**src/rtl/line_writeback_serializer.sv**
```systemverilog
// line_writeback_serializer
//
// Takes one cache line (WORDS_PER_LINE words of WORD_BITS) with its byte
// strobes and emits it as WORDS_PER_LINE write beats. The beats come out in
// wrap order: the first beat is the word at start_offset, and the word index
// wraps from the top word back to word 0.
//
// Ports
//   clk, rst      : single clock; synchronous active-high reset
//   line_valid    : a line is offered (accepted only while line_ready=1)
//   line_ready    : serializer is idle and can accept a line
//   line_data     : line payload, word k = bits [WORD_BITS*k +: WORD_BITS]
//   line_strb     : byte strobes, word k = bits [(WORD_BITS/8)*k +: WORD_BITS/8]
//   line_addr     : line address; the byte-within-line bits are ignored
//   start_offset  : word index of the first beat
//   beat_valid    : a beat is presented
//   beat_ready    : memory accepts the beat
//   beat_data     : beat payload
//   beat_strb     : beat byte enables (zero-strobe beats are still issued)
//   beat_addr     : byte address of the beat's word
//   beat_last     : final beat of the line
//   busy          : a line is held and not yet fully sent
//   dbg_state     : FSM state, 0 = IDLE, 1 = SEND
//
// Handshakes: each side transfers on the rising edge where valid and ready
// are both high. Once beat_valid rises it stays high, with beat_* held
// stable, until that beat transfers. line_ready never depends
// combinationally on line_valid, and beat_* never depend on beat_ready.

module line_writeback_serializer #(
    parameter int WORD_BITS      = 32,
    parameter int WORDS_PER_LINE = 4
) (
    input  logic                                clk,
    input  logic                                rst,
    input  logic                                line_valid,
    output logic                                line_ready,
    input  logic [WORD_BITS*WORDS_PER_LINE-1:0] line_data,
    input  logic [WORDS_PER_LINE*WORD_BITS/8-1:0] line_strb,
    input  logic [31:0]                         line_addr,
    input  logic [$clog2(WORDS_PER_LINE)-1:0]   start_offset,
    output logic                                beat_valid,
    input  logic                                beat_ready,
    output logic [WORD_BITS-1:0]                beat_data,
    output logic [WORD_BITS/8-1:0]              beat_strb,
    output logic [31:0]                         beat_addr,
    output logic                                beat_last,
    output logic                                busy,
    output logic                                dbg_state
);

    localparam int LINE_BITS = WORD_BITS * WORDS_PER_LINE;
    localparam int STRB_BITS = WORD_BITS / 8;
    localparam int IDX_W     = $clog2(WORDS_PER_LINE);
    localparam int BYTE_W    = $clog2(STRB_BITS);
    localparam int OFF_W     = IDX_W + BYTE_W;

    typedef enum logic {
        IDLE = 1'b0,
        SEND = 1'b1
    } state_t;

    state_t                            state;
    logic [IDX_W-1:0]                  cnt;
    logic [IDX_W-1:0]                  offset_q;
    logic [LINE_BITS-1:0]              data_q;
    logic [WORDS_PER_LINE*STRB_BITS-1:0] strb_q;
    logic [31-OFF_W:0]                 addr_q;
    logic [IDX_W-1:0]                  idx;

    // Byte-within-line address bits are deliberately not stored.
    logic unused_addr_bits;
    assign unused_addr_bits = ^line_addr[OFF_W-1:0];

    // Word counts are a power of two, so the natural wrap of the IDX_W-bit
    // sum gives the required modulo.
    assign idx = offset_q + cnt;

    always_ff @(posedge clk) begin
        if (rst) begin
            state    <= IDLE;
            cnt      <= '0;
            offset_q <= '0;
            data_q   <= '0;
            strb_q   <= '0;
            addr_q   <= '0;
        end else begin
            case (state)
                IDLE: begin
                    if (line_valid) begin
                        data_q   <= line_data;
                        strb_q   <= line_strb;
                        addr_q   <= line_addr[31:OFF_W];
                        offset_q <= start_offset;
                        cnt      <= '0;
                        state    <= SEND;
                    end
                end
                SEND: begin
                    if (beat_ready) begin
                        if (cnt == IDX_W'(WORDS_PER_LINE - 1)) begin
                            state <= IDLE;
                        end else begin
                            cnt <= cnt + IDX_W'(1);
                        end
                    end
                end
                default: state <= IDLE;
            endcase
        end
    end

    // Both handshake outputs are forced low while reset is held so nothing
    // is accepted or presented across a reset edge.
    assign line_ready = (state == IDLE) && !rst;
    assign beat_valid = (state == SEND) && !rst;
    assign busy       = (state == SEND);
    assign dbg_state  = (state == SEND);
    assign beat_last  = (state == SEND) && (cnt == IDX_W'(WORDS_PER_LINE - 1));
    assign beat_data  = data_q[WORD_BITS*idx +: WORD_BITS];
    assign beat_strb  = strb_q[STRB_BITS*idx +: STRB_BITS];
    assign beat_addr  = {addr_q, idx, {BYTE_W{1'b0}}};

endmodule

```
**config.mk**
```make
export PLATFORM = sky130hd
export DESIGN_NAME = line_writeback_serializer
export DESIGN_NICKNAME = d
export VERILOG_FILES = /design/src/rtl/line_writeback_serializer.sv
export SDC_FILE = /design/constraint.sdc
export NUM_CORES = 1
export LEC_CHECK = 0
export CAP_MARGIN = 20
export CORE_MARGIN = 3
export CORE_UTILIZATION = 35
export DETAILED_ROUTE_END_ITERATION = 16
export GPL_TIMING_DRIVEN = 1
export PLACE_DENSITY = 0.73
export SYNTH_ARGS = -nofsm -noshare
export SYNTH_HDL_FRONTEND = slang
export SYNTH_SLANG_ARGS = --single-unit
```
**constraint.sdc**
```tcl
create_clock -name clk -period 1.63 [get_ports clk]
set_input_delay 0.326 -clock clk [delete_from_list [all_inputs] [get_ports clk]]
set_output_delay 0.326 -clock clk [all_outputs]
set_load 0.05 [all_outputs]
```
# After elaboration in Yosys (flattened, before gate mapping)

Index checks and enable logic that the tools add are counted.

Output and inout port bits: 73
Logic and storage cells: 29
Bits in registers: 177
Input bits: 182

Equal/unequal tests: 4
Mux-type cells: 8
Add/subtract/negate cells: 2
Bitwise gates (word level): 1
Reductions and logical operators: 6
Shift-type cells: 2

Operator list:

| cell                                                          | number |
|---|---|
| 128-bit by 8-bit variable part select with 32-bit output      | 1 |
| 16-bit by 5-bit variable part select with 4-bit output        | 1 |
| 2-bit two-way mux                                             | 3 |
| 2-bit inequality test, second input constant                  | 3 |
| 2-bit one-hot mux with 2 select lines                         | 1 |
| 1-bit logical AND                                             | 3 |
| 1-bit two-way mux                                             | 3 |
| 3-bit AND reduction                                           | 1 |
| 2-bit by 1-bit adder with 2-bit output, second input constant | 1 |
| 2-bit adder                                                   | 1 |
| 2-bit equality test, second input constant                    | 1 |
| 1-bit one-hot mux with 2 select lines                         | 1 |
| 2-bit AND reduction                                           | 1 |
| 1-bit logical NOT                                             | 1 |
| 1-bit NOT                                                     | 1 |

# Logic depth before layout (Yosys ltp)

Gate-level depths: netlist of the first run.

Word-level depth: 4
Depth in mapped cells: 7
Mapped depth without buffers: 4

# Least setup slack after synthesis of the first run

No wires, ideal clock.

Path type: flip-flop to output port
From: register cnt[0]
To: output port beat_data[10]
Stages on the path, launching flop included: 5
Path buffers: 2
Arrival: 2.580 ns
Data required time: 1.304 ns
Setup slack: -1.276 ns
Cell sequence: dfxtp_1 > ha_1 > clkbuf_2 > clkbuf_1 > mux2i_1

Longest elaborated chain between the ends: 2

RTL lines:

| item                                                     | line | text |
|---|---|---|
| from (decl)                                              | 64   | `logic [IDX_W-1:0] cnt;` |
| from (signal assigned)                                   | 104  | `cnt <= cnt + IDX_W'(1);` |
| 2-bit adder                                              | 77   | `assign idx = offset_q + cnt;` |
| named net beat_addr[2]                                   | 46   | `output logic [31:0] beat_addr,` |
| 128-bit by 8-bit variable part select with 32-bit output | 120  | `assign beat_data = data_q[WORD_BITS*idx +: WORD_BITS];` |
| to (decl)                                                | 44   | `output logic [WORD_BITS-1:0] beat_data,` |

The timed path passes the listed nets, and every way through them passes these cells.

# Worst setup path after layout of the first run

From: register cnt[0]
To: output port beat_data[15]

Longest elaborated chain between the ends: 2

RTL lines:

| item                                                     | line |
|---|---|
| 2-bit adder                                              | 77 |
| 128-bit by 8-bit variable part select with 32-bit output | 120 |

Every way passes these cells.

==> results.md, run 1 <==
* CP arrival at 2.10 ns
* Cell family with most CP delay: multiplexers
* Status: complete, but fails checks
* Overall Power at 11.82 mW
* WL/cell at 14.91 um
* Setup slack after placement at -0.3801 ns
* GPL Wtd Cong at 0.7847
* Overall routing resource usage at 0.1841
* Hold slack final at 0.2276 ns
* Routed vias/inst at 4.764
* Sequential area share after synthesis at 0.4874
* Critical Path RT at 1.30 ns
* Clock-pin slew on the worst setup and hold paths at 0.07 ns
* R2R depth at 5
* Top cells by area, synth: dfxtp_1 49%, nand2_1 18%, mux2i_1 13%, a21oi_1 12%, clkbuf_1 2.1%
* N_diodes at 0
* Full die area at 22,540 um^2
* Min-Delay Path Class: in2reg
* CORE AREA at 20,300 um^2
* #FFs+latches synth at 177
* Worst Path Class, Setup: reg2out
* Post-synth EDFFs at 0
* Clock buffer depth at 2
* Final setup margin at -0.7928 ns
* Commonest cells in the netlist: 349 x nand2_1, 177 x a21oi_1, 177 x dfxtp_1
* DR DRC count at 0
* Share of layout cells above drive strength 1 at 0.2168
* Fin. max-slew vios at 0
* Most used flip-flop cell after synthesis: dfxtp_1
* Sinks on Clock Net at 177
* Dpl hpwl at 15,080 um
* DRT Wirelength at 21,090 um
* IO buf count at 248
* Leakage Power at 4.480 nW
* Number of global-route vias before repair at 6,591
* Critical Path Fanout Max at 24
* Area added between synthesis and finish at 63.62%
* Peak Freq at 412.7 MHz
* Final cell count without fillers at 1,414
* CP max-delay cell: dfxtp_2
* Chip height at 150.1 um
* Worst skew pair latency at 0.43 ns
* Final Hold Viols at 0
* Placed cell count at 1,376
* Worst vdd ir at 691.3 uV
* Global-route wire length before repair at 33,220 um
* Power per cell area at 993.4 nW/um^2
* Drt initial violations at 186
* I/O Pins at 255
* Final period util at 1.486
* RSZ-0062 raised after global routing: yes
* Crit-path max cell delay at 0.34 ns
* Fin util at 0.5860
* Syn Area/Cell at 8.160 um^2
* Final Setup Violations at 39
* Setup slack, reg-to-reg at 0.27 ns
* CP Cell Sequence: ha_4, xnor3_4, buf_12, mux2i_2, mux2i_4, buf_12
* Largest net degree at the start of global routing at 65
* Post-CTS Hold Buffers at 0
* Number of max-cap violations at 0
* Initial antenna violation count at 0
* Yosys warns at 0
* Clk root buf: clkbuf_16
* Most used cell, CP: buf_12
* Antenna Nets Post-Route at 0
* Worst Setup EP: beat_data[15]
* DIE WIDTH at 150.1 um
* WP depth at 6
* Period minus WS final at 2.423 ns
* Drt pass-1 iters at 4
* Most frequent cell after synthesis: nand2_1
* Kind of start point of the critical path: flip-flop
* CP endpoint kind: primary output
* Grt total ovfl at 0
* H-tree lvl count at 4
* Cell accounting for the most synthesized area: dfxtp_1
* Asr flop ratio synth at 0
* Setup Skew at 0.01122 ns
* CTS Buf Count at 17
* Violated checks: negative setup slack
* CTS tree: yes
* Reg2Reg Capture Point: cnt[0]$_SDFFE_PP0P_
* FP Rows at 52
* Mapped Cells at 891
* Synth top area share at 0.4874
* Reg-to-reg startpoint: cnt[0]$_SDFFE_PP0P_
* Buffers plus inverters on the worst setup path at 2
* Synth unique cells at 23
* Nets@finish at 1,315
* Synth Cell Area at 7271 um^2
* Vias at 6,737
* Initial core utilization at 0.3582
* CP startpoint: cnt[0]$_SDFFE_PP0P_
layout by cell type, fill, tap and decap left out, types with 2 or more instances in the layout:
cell | Yosys | routed
nor2b_4 | 0 | 2
mux2i_1 | 93 | 12
ha_4 | 0 | 2
mux4_2 | 0 | 5
dfxtp_1 | 177 | 173
mux2i_4 | 0 | 33
dfxtp_2 | 0 | 3
a21oi_1 | 177 | 177
nand2_1 | 349 | 349
buf_4 | 6 | 52
buf_12 | 0 | 57
buf_6 | 3 | 8
inv_6 | 0 | 4
nand3_1 | 2 | 2
clkinv_4 | 0 | 2
clkbuf_16 | 0 | 17
clkinvlp_4 | 0 | 3
mux2i_2 | 0 | 48
inv_8 | 0 | 3
clkbuf_1 | 40 | 2
conb_1 | 1 | 2
clkdlybuf4s50_1 | 0 | 176
worst register-to-register path, stage by stage (launching register included):
cell      delay (ns)
dfxtp_2         0.34
buf_4           0.15
ha_4            0.16
nand3b_1        0.21
or2_2           0.30
a21oi_1         0.14
per-stage QoR:
stage / TNS [ns] / instance area, um^2
floorplan: -10.10 / 7756
global placement: -15.55 / 10990
detailed placement: -20.15 / 10990
CTS: -28.90 / 11810
global route: -30.81 / 11900
finish: -27.79 / 11900
final cells by class:
class / instances / area, um^2
Clock buffer: 19 / 432.9
Tap cell: 270 / 337.8
Timing Repair Buffer: 294 / 3411
Sequential cell: 177 / 3551
Inverter: 1 / 7.507
Clock inverter: 13 / 147.6
Fill cell: 1784 / 8403
Multi-Input combinational cell: 640 / 4009
state kept, by name, summed over array words and instances (netlist names):
register / count
addr_q: 28
busy: 1
cnt: 2
data_q: 128
offset_q: 2
strb_q: 16
power by group:
group | switching [mW] | total (mW) | internal [mW]
clock | 1.87 | 4.05 | 2.18
sequential | 0.164 | 4.75 | 4.59
combinational | 1.50 | 3.02 | 1.51
how the worst min path moves through the flow:
stage	startpoint	end	slack, ns	cells past startpoint
2_1_floorplan	data_q[0]$_SDFFE_PP0P_	data_q[0]$_SDFFE_PP0P_	0.43	2
3_5_place_dp	data_q[1]$_SDFFE_PP0P_	data_q[1]$_SDFFE_PP0P_	0.45	2
6_report	rst	busy$_SDFF_PP0_	0.23	2
3_3_place_gp	data_q[33]$_SDFFE_PP0P_	data_q[33]$_SDFFE_PP0P_	0.44	2
5_1_grt	rst	data_q[17]$_SDFFE_PP0P_	0.23	2
4_1_cts	rst	busy$_SDFF_PP0_	0.21	2
routing by layer:
| metal | wire [um] | part of all wire | global-route usage | vias up |
|---|---|---|---|---|
| met5 | 0 | 0 | 0 | - |
| met4 | 311 | 0.015 | 0.05078 | 0 |
| met3 | 1544 | 0.073 | 0.05990 | 21 |
| met2 | 9876 | 0.47 | 0.3007 | 196 |
| met1 | 9356 | 0.44 | 0.2346 | 3108 |
| li1 | - | - | - | 3412 |
cell families (layout without fill, tap and decap cells):
family	count (synthesis)	count (layout)	synth area share
AOI/OAI and AO/OA	177	177	0.1218
xor gates and xnor gates	1	1	0.003097
adders and majority gates	2	2	0.003441
buffers and inverters	75	327	0.04853
DFF	177	177	0.4874
muxes	98	98	0.1461
other	1	2	0.0005158
and+or+nand+nor	360	360	0.1891
repair_timing:
action,in CTS,in global routing
setup buffers,3,3
resized for setup,54,12
setup endpoints to repair,40,40
gates cloned,0,0
hold endpoints to repair,0,0
Note: power is estimated with default switching activity, not from simulation.
==> run 2: changes to the inputs <==
- PLACE_DENSITY: 0.73 -> 0.71
- clock period: 1.63 -> 2.3 ns (I/O delays scaled with it)
==> run 2 against run 1 <==
  * The flow still finishes with violations (negative setup slack)
  * Critical path type unchanged
  * Hold slack better by 0.20 ns
  * Clock skew down 0.0014 ns
  * Largest power group unchanged
  * Largest cell class unchanged
  * Cell count down 2.1%
  * Wire length down 1.4%
==> results.md, run 2 (synthesized netlist as in run 1, its figures left out) <==
* Clock buffer depth at 2
* Worst Path Class, Setup: reg2out
* Sinks on Clock Net at 177
* M1 WL at 8693 um
* Worst skew pair latency at 0.42 ns
* CTS Buf Count at 17
* Final period util at 1.127
* Final setup margin at -0.2928 ns
* Leakage Power at 4.370 nW
* DIE WIDTH at 150.1 um
* Worst-Margin Slew at 0.5370 ns
* H-tree lvl count at 4
* CP arrival at 2.13 ns
* CTS tree: yes
* Slew headroom at 0.6409
* Routed vias/inst at 4.783
* CP max-delay cell: dfxtp_2
* Kind of start point of the critical path: flip-flop
* Status: complete, but fails checks
* R2R depth at 4
* Global-route wire length before repair at 33,000 um
* Number of max-cap violations at 0
* Setup slack, reg-to-reg at 0.67 ns
* Setup Skew at 0.009846 ns
* Crit-path max cell delay at 0.37 ns
* Initial core utilization at 0.3582
* Dpl hpwl at 14,170 um
* Grt total ovfl at 0
* Violated checks: negative setup slack
* Largest regs: data_q (128), addr_q (28), strb_q (16)
* Sequential Power Share at 0.404
* I/O Pins at 255
* Commonest non-fill, non-tap cells in the layout: 349 x nand2_1, 204 x clkdlybuf4s50_1, 177 x a21oi_1
* Share of layout cells above drive strength 1 at 0.1418
* Power per cell area at 723.9 nW/um^2
* CP endpoint kind: primary output
* Antenna Nets Post-Route at 0
* Reg2Reg Capture Point: strb_q[2]$_SDFFE_PP0P_
* Clock-pin slew on the worst setup and hold paths at 0.07 ns
* Commonest non-fill, non-tap cell in the layout: nand2_1
* Clk root buf: clkbuf_16
* CP Cell Sequence: ha_4, xnor3_4, buf_16, mux2i_4, mux2i_4, buf_12
* Routed wl met3 at 2105 um
* Drt initial violations at 268
* Worst vdd ir at 463.9 uV
* Clk pwr share at 0.356
* FP Rows at 52
* P_sw at 2.446 mW
* Period minus WS final at 2.593 ns
* Final Setup Violations at 36
* DR WL met2 at 9778 um
* Peak Freq at 385.7 MHz
* WL/cell at 15.02 um
* Initial antenna violation count at 2
* Min-Delay Path Class: in2reg
* Worst Hold End: data_q[64]$_SDFFE_PP0P_
* RSZ-0062 raised after global routing: yes
* Critical Path RT at 1.84 ns
* CORE AREA at 20,300 um^2
* Worst hold start: rst
* Largest net degree at the start of global routing at 93
* Number of global-route vias before repair at 6,653
* Switching Share at 0.2943
* Hold depth at 2
* DR top layer: met5
* DRT Wirelength at 20,790 um
* DR DRC count at 0
* Overall routing resource usage at 0.1826
* N_diodes at 0
* Final Hold Viols at 0
* Full die area at 22,540 um^2
* Reg-to-reg startpoint: busy$_SDFF_PP0_
* IO buf count at 248
* Critical Path Fanout Max at 30
* GPL Wtd Cong at 0.7698
* Most used cell, CP: mux2i_4
* Top reg by flops: data_q
* Post-CTS Hold Buffers at 0
* Max FFs per register at 128
* Drt pass-1 iters at 4
* Placed Instance Area at 10,730 um^2
* Vias at 6,620
* Chip height at 150.1 um
* Fin area at 11,480 um^2
* Nets@finish at 1,285
* Comb power frac at 0.240
* Fin. max-slew vios at 0
* Area added between synthesis and finish at 57.89%
* Cell-internal power at 5.865 mW
* Overall Power at 8.310 mW
## run 2: worst max-delay path: cells and delay by family, from the launching register on
kind | cells | cell delay, ns
xor gates and xnor gates | 1 | 0.37
DFF | 1 | 0.37
muxes | 2 | 0.41
buffers and inverters | 2 | 0.38
adders and majority gates | 1 | 0.14
## run 2: how the worst max path moves through the flow
stage	startpoint	to	slack, ns	depth (start not counted)
final	cnt[0]$_SDFFE_PP0P_	beat_data[13]	-0.29	6
after global placement	cnt[0]$_SDFFE_PP0P_	beat_data[28]	0.07	6
after detailed placement	cnt[0]$_SDFFE_PP0P_	beat_data[28]	-0.01	6
after global routing	cnt[0]$_SDFFE_PP0P_	beat_data[9]	-0.36	6
after CTS	cnt[0]$_SDFFE_PP0P_	beat_data[8]	-0.30	6
after floorplan	cnt[0]$_SDFFE_PP0P_	beat_data[10]	-0.12	4
## run 2: power groups by stage
stage	combinational, mW	clock, mW	sequential, mW
global placement	1.96	0	3.41
CTS	2.02	3.03	3.36
detailed placement	1.98	0	3.42
global route	2.13	3.18	3.38
floorplan	1.03	0	3.50
finish	2.00	2.95	3.36
## run 2: final cells by class
| type | count | area (um^2) |
|---|---|---|
| clock buffer | 18 | 429.2 |
| clock inverter | 14 | 166.4 |
| timing repair buffer | 264 | 3090 |
| multi-input combinational | 640 | 3906 |
| sequential | 177 | 3546 |
| fill | 1833 | 8820 |
| tap | 270 | 337.8 |
| inverter | 1 | 3.754 |
## run 2: timing repair
action	4_1_cts	5_1_grt
endpoints found under the setup margin	37	37
setup buffers	1	0
endpoints found under the hold margin	0	0
gates resized for setup	28	9
pin swaps	0	0
## run 2: per-stage QoR
| stage | instances | worst slack [ns] | hold WS, ns | TNS, ns | utilization |
|---|---|---|---|---|---|
| global placement | 1351 | 0.06914 | 0.4401 | 0 | 0.5288 |
| floorplan | 892 | -0.1200 | 0.4315 | -3.932 | - |
| CTS | 1384 | -0.3043 | 0.4145 | -10.27 | 0.5640 |
| global route | 1384 | -0.3603 | 0.4368 | -12.25 | 0.5655 |
| finish | 1384 | -0.2928 | 0.4305 | -9.018 | 0.5655 |
| detailed placement | 1351 | -0.01021 | 0.4449 | -0.01021 | 0.5288 |
## run 2: layer usage
metal | up-vias | global-route usage
met5 | - | 0
met4 | 4 | 0.04071
met3 | 21 | 0.08188
met2 | 199 | 0.3066
met1 | 3039 | 0.2158
li1 | 3357 | -
==> run 3: changes to the inputs <==
- CORE_MARGIN: 3 -> 5
==> run 3 against run 2 <==
  * The run still ends with negative setup slack left
  * Total power grew 0.83%
  * Via count grew 2.2%
  * Critical path depth grew 1
  * Cell count grew 0.79%
  * Worst setup slack lost 0.024 ns
  * Hold slack lost 0.10 ns
  * Register-to-register slack lost 0.05 ns
  * Clock skew shrank 0.0037 ns
  * Largest cell class unchanged
  * Combinational power grew 3%
  * Global-route usage shrank 1.3 points
  * Core utilization grew 0.72 points
  * Non-clock buffer count grew 10
==> results.md, run 3 (synthesized netlist as in run 1, its figures left out) <==
* Worst-Margin Slew at 0.8594 ns
* GPL Wtd Cong at 0.7602
* Global-route wire length before repair at 32,930 um
* Worst hold start: rst
* Clock buffer depth at 2
* Setup slack, reg-to-reg at 0.62 ns
* DIE WIDTH at 154.1 um
* RSZ-0062 raised after global routing: yes
* Number of max-cap violations at 0
* WL/cell at 15.50 um
* Reg2Reg Capture Point: data_q[103]$_SDFFE_PP0P_
* Min-Delay Path Class: in2reg
* DRT Wirelength at 21,620 um
* Fin util at 0.5727
* Filler Cells Inserted at 1,809
* Worst Path Class, Setup: reg2out
* CP endpoint kind: primary output
* Fin area at 11,660 um^2
* Critical Path Fanout Max at 5
* Commonest non-fill, non-tap cells in the layout: 349 x nand2_1, 204 x clkdlybuf4s50_1, 177 x a21oi_1
* Sinks on Clock Net at 177
* Worst Hold End: data_q[51]$_SDFFE_PP0P_
* Worst vdd ir at 481.8 uV
* Largest regs: data_q (128), addr_q (28), strb_q (16)
* Area added between synthesis and finish at 60.40%
* Kind of start point of the critical path: flip-flop
* Share of layout cells above drive strength 1 at 0.1637
* Hold depth at 2
* Worst skew pair latency at 0.42 ns
* Grt total ovfl at 0
* Setup Skew at 0.006145 ns
* Slew headroom at 0.4271
* Multi-input gate area at 3989 um^2
* Period minus WS final at 2.616 ns
* Overall routing resource usage at 0.1698
* Drt initial violations at 231
* Peak Freq at 382.2 MHz
* Fin. max-slew vios at 0
* Overall Power at 8.379 mW
* Max FFs per register at 128
* Antenna Nets Post-Route at 0
* IO buf count at 248
* FP Rows at 52
* Vias at 6,763
* Nets@finish at 1,295
* Final period util at 1.138
* Full die area at 23,760 um^2
* Leakage Power at 4.365 nW
* Critical Path RT at 1.84 ns
* Storage cell area at 3550 um^2
* Clk root buf: clkbuf_16
* Clock-pin slew on the worst setup and hold paths at 0.07 ns
* Largest net degree at the start of global routing at 163
* H-tree lvl count at 4
* Status: complete, but fails checks
* CTS tree: yes
* Final setup margin at -0.3164 ns
* Commonest non-fill, non-tap cell in the layout: nand2_1
* CORE AREA at 20,360 um^2
* Routed vias/inst at 4.848
* Drt pass-1 iters at 4
* Initial antenna violation count at 0
* Placed Instance Area at 10,720 um^2
* DR DRC count at 0
* Final Setup Violations at 36
* Reg-to-reg startpoint: busy$_SDFF_PP0_
* Chip height at 154.1 um
* I/O Pins at 255
* CP arrival at 2.16 ns
* Crit-path max cell delay at 0.37 ns
* Power per cell area at 718.5 nW/um^2
* Violated checks: negative setup slack
* Number of global-route vias before repair at 6,487
* CTS Buf Count at 17
* Dpl hpwl at 14,310 um
* CP Cell Sequence: ha_4, xnor3_4, buf_12, clkbuf_16, mux2i_4, mux2i_4, buf_12
* Final Hold Viols at 0
* R2R depth at 4
* Top reg by flops: data_q
* CP max-delay cell: xnor3_4
* Initial core utilization at 0.3570
run 3: cell types whose count changed in the layout (fill, tap and decap cells not counted), moves of 2 or more:
| cell | before | now |
|---|---|---|
| buf_12 | 45 | 43 |
| buf_6 | 2 | 5 |
| mux2i_4 | 31 | 34 |
| buf_4 | 11 | 19 |
| mux2i_2 | 29 | 41 |
| clkbuf_16 | 17 | 19 |
| mux2i_1 | 33 | 18 |
run 3: worst max-delay path: cells and delay by family, from the launching register on:
| family | cells | cell delay, ns |
|---|---|---|
| fa+ha+maj | 1 | 0.15 |
| flops | 1 | 0.35 |
| xor+xnor | 1 | 0.37 |
| buf+inv | 3 | 0.50 |
| mux | 2 | 0.37 |
run 3: through the flow:
step                      setup TNS, ns  std cells  hold WS, ns  worst slack, ns
after floorplan                  -3.932        892       0.4315          -0.1200
after global placement                0       1354       0.4392          0.08751
after detailed placement              0       1354       0.4456          0.06691
after CTS                        -10.53       1386       0.3052          -0.3183
after global routing             -12.57       1394       0.3114          -0.3866
final                            -9.724       1395       0.3257          -0.3164
run 3: worst max path at each step:
stage,startpoint,endpoint,depth (start not counted)
2_1_floorplan,cnt[0]$_SDFFE_PP0P_,beat_data[10],4
3_3_place_gp,cnt[0]$_SDFFE_PP0P_,beat_data[31],6
3_5_place_dp,cnt[0]$_SDFFE_PP0P_,beat_data[31],6
4_1_cts,cnt[0]$_SDFFE_PP0P_,beat_data[5],6
5_1_grt,cnt[0]$_SDFFE_PP0P_,beat_data[31],7
6_report,cnt[0]$_SDFFE_PP0P_,beat_data[15],7
run 3: layout make-up:
class,instances,share of cell area
timing repair buffer,274,0.2726
inverter,1,0.0003219
tap,270,0.02897
multi-input combinational,640,0.3420
antenna,1,0.0002146
clock inverter,14,0.01470
sequential,177,0.3044
clock buffer,18,0.03680
run 3: what timing repair did:
item,in CTS,in global routing
setup endpoints to repair,37,37
buffers inserted,0,3
cloned,0,5
gates resized for setup,21,34
hold buffers,0,0
run 3: per-layer routing:
| metal | vias up | global-route usage | wire, um |
|---|---|---|---|
| met4 | 0 | 0.03490 | 206 |
| li1 | 3372 | - | - |
| met2 | 208 | 0.2820 | 10300 |
| met1 | 3168 | 0.2038 | 9007 |
| met3 | 15 | 0.07673 | 2106 |
| met5 | - | 0 | 0 |
run 3: power breakdown:
part / total, mW / switching [mW] / internal [mW]
Combinational: 2.05 / 1.05 / 1.00
Clock: 2.96 / 1.32 / 1.65
Sequential: 3.37 / 0.114 / 3.25
Total: 8.38 / 2.48 / 5.90
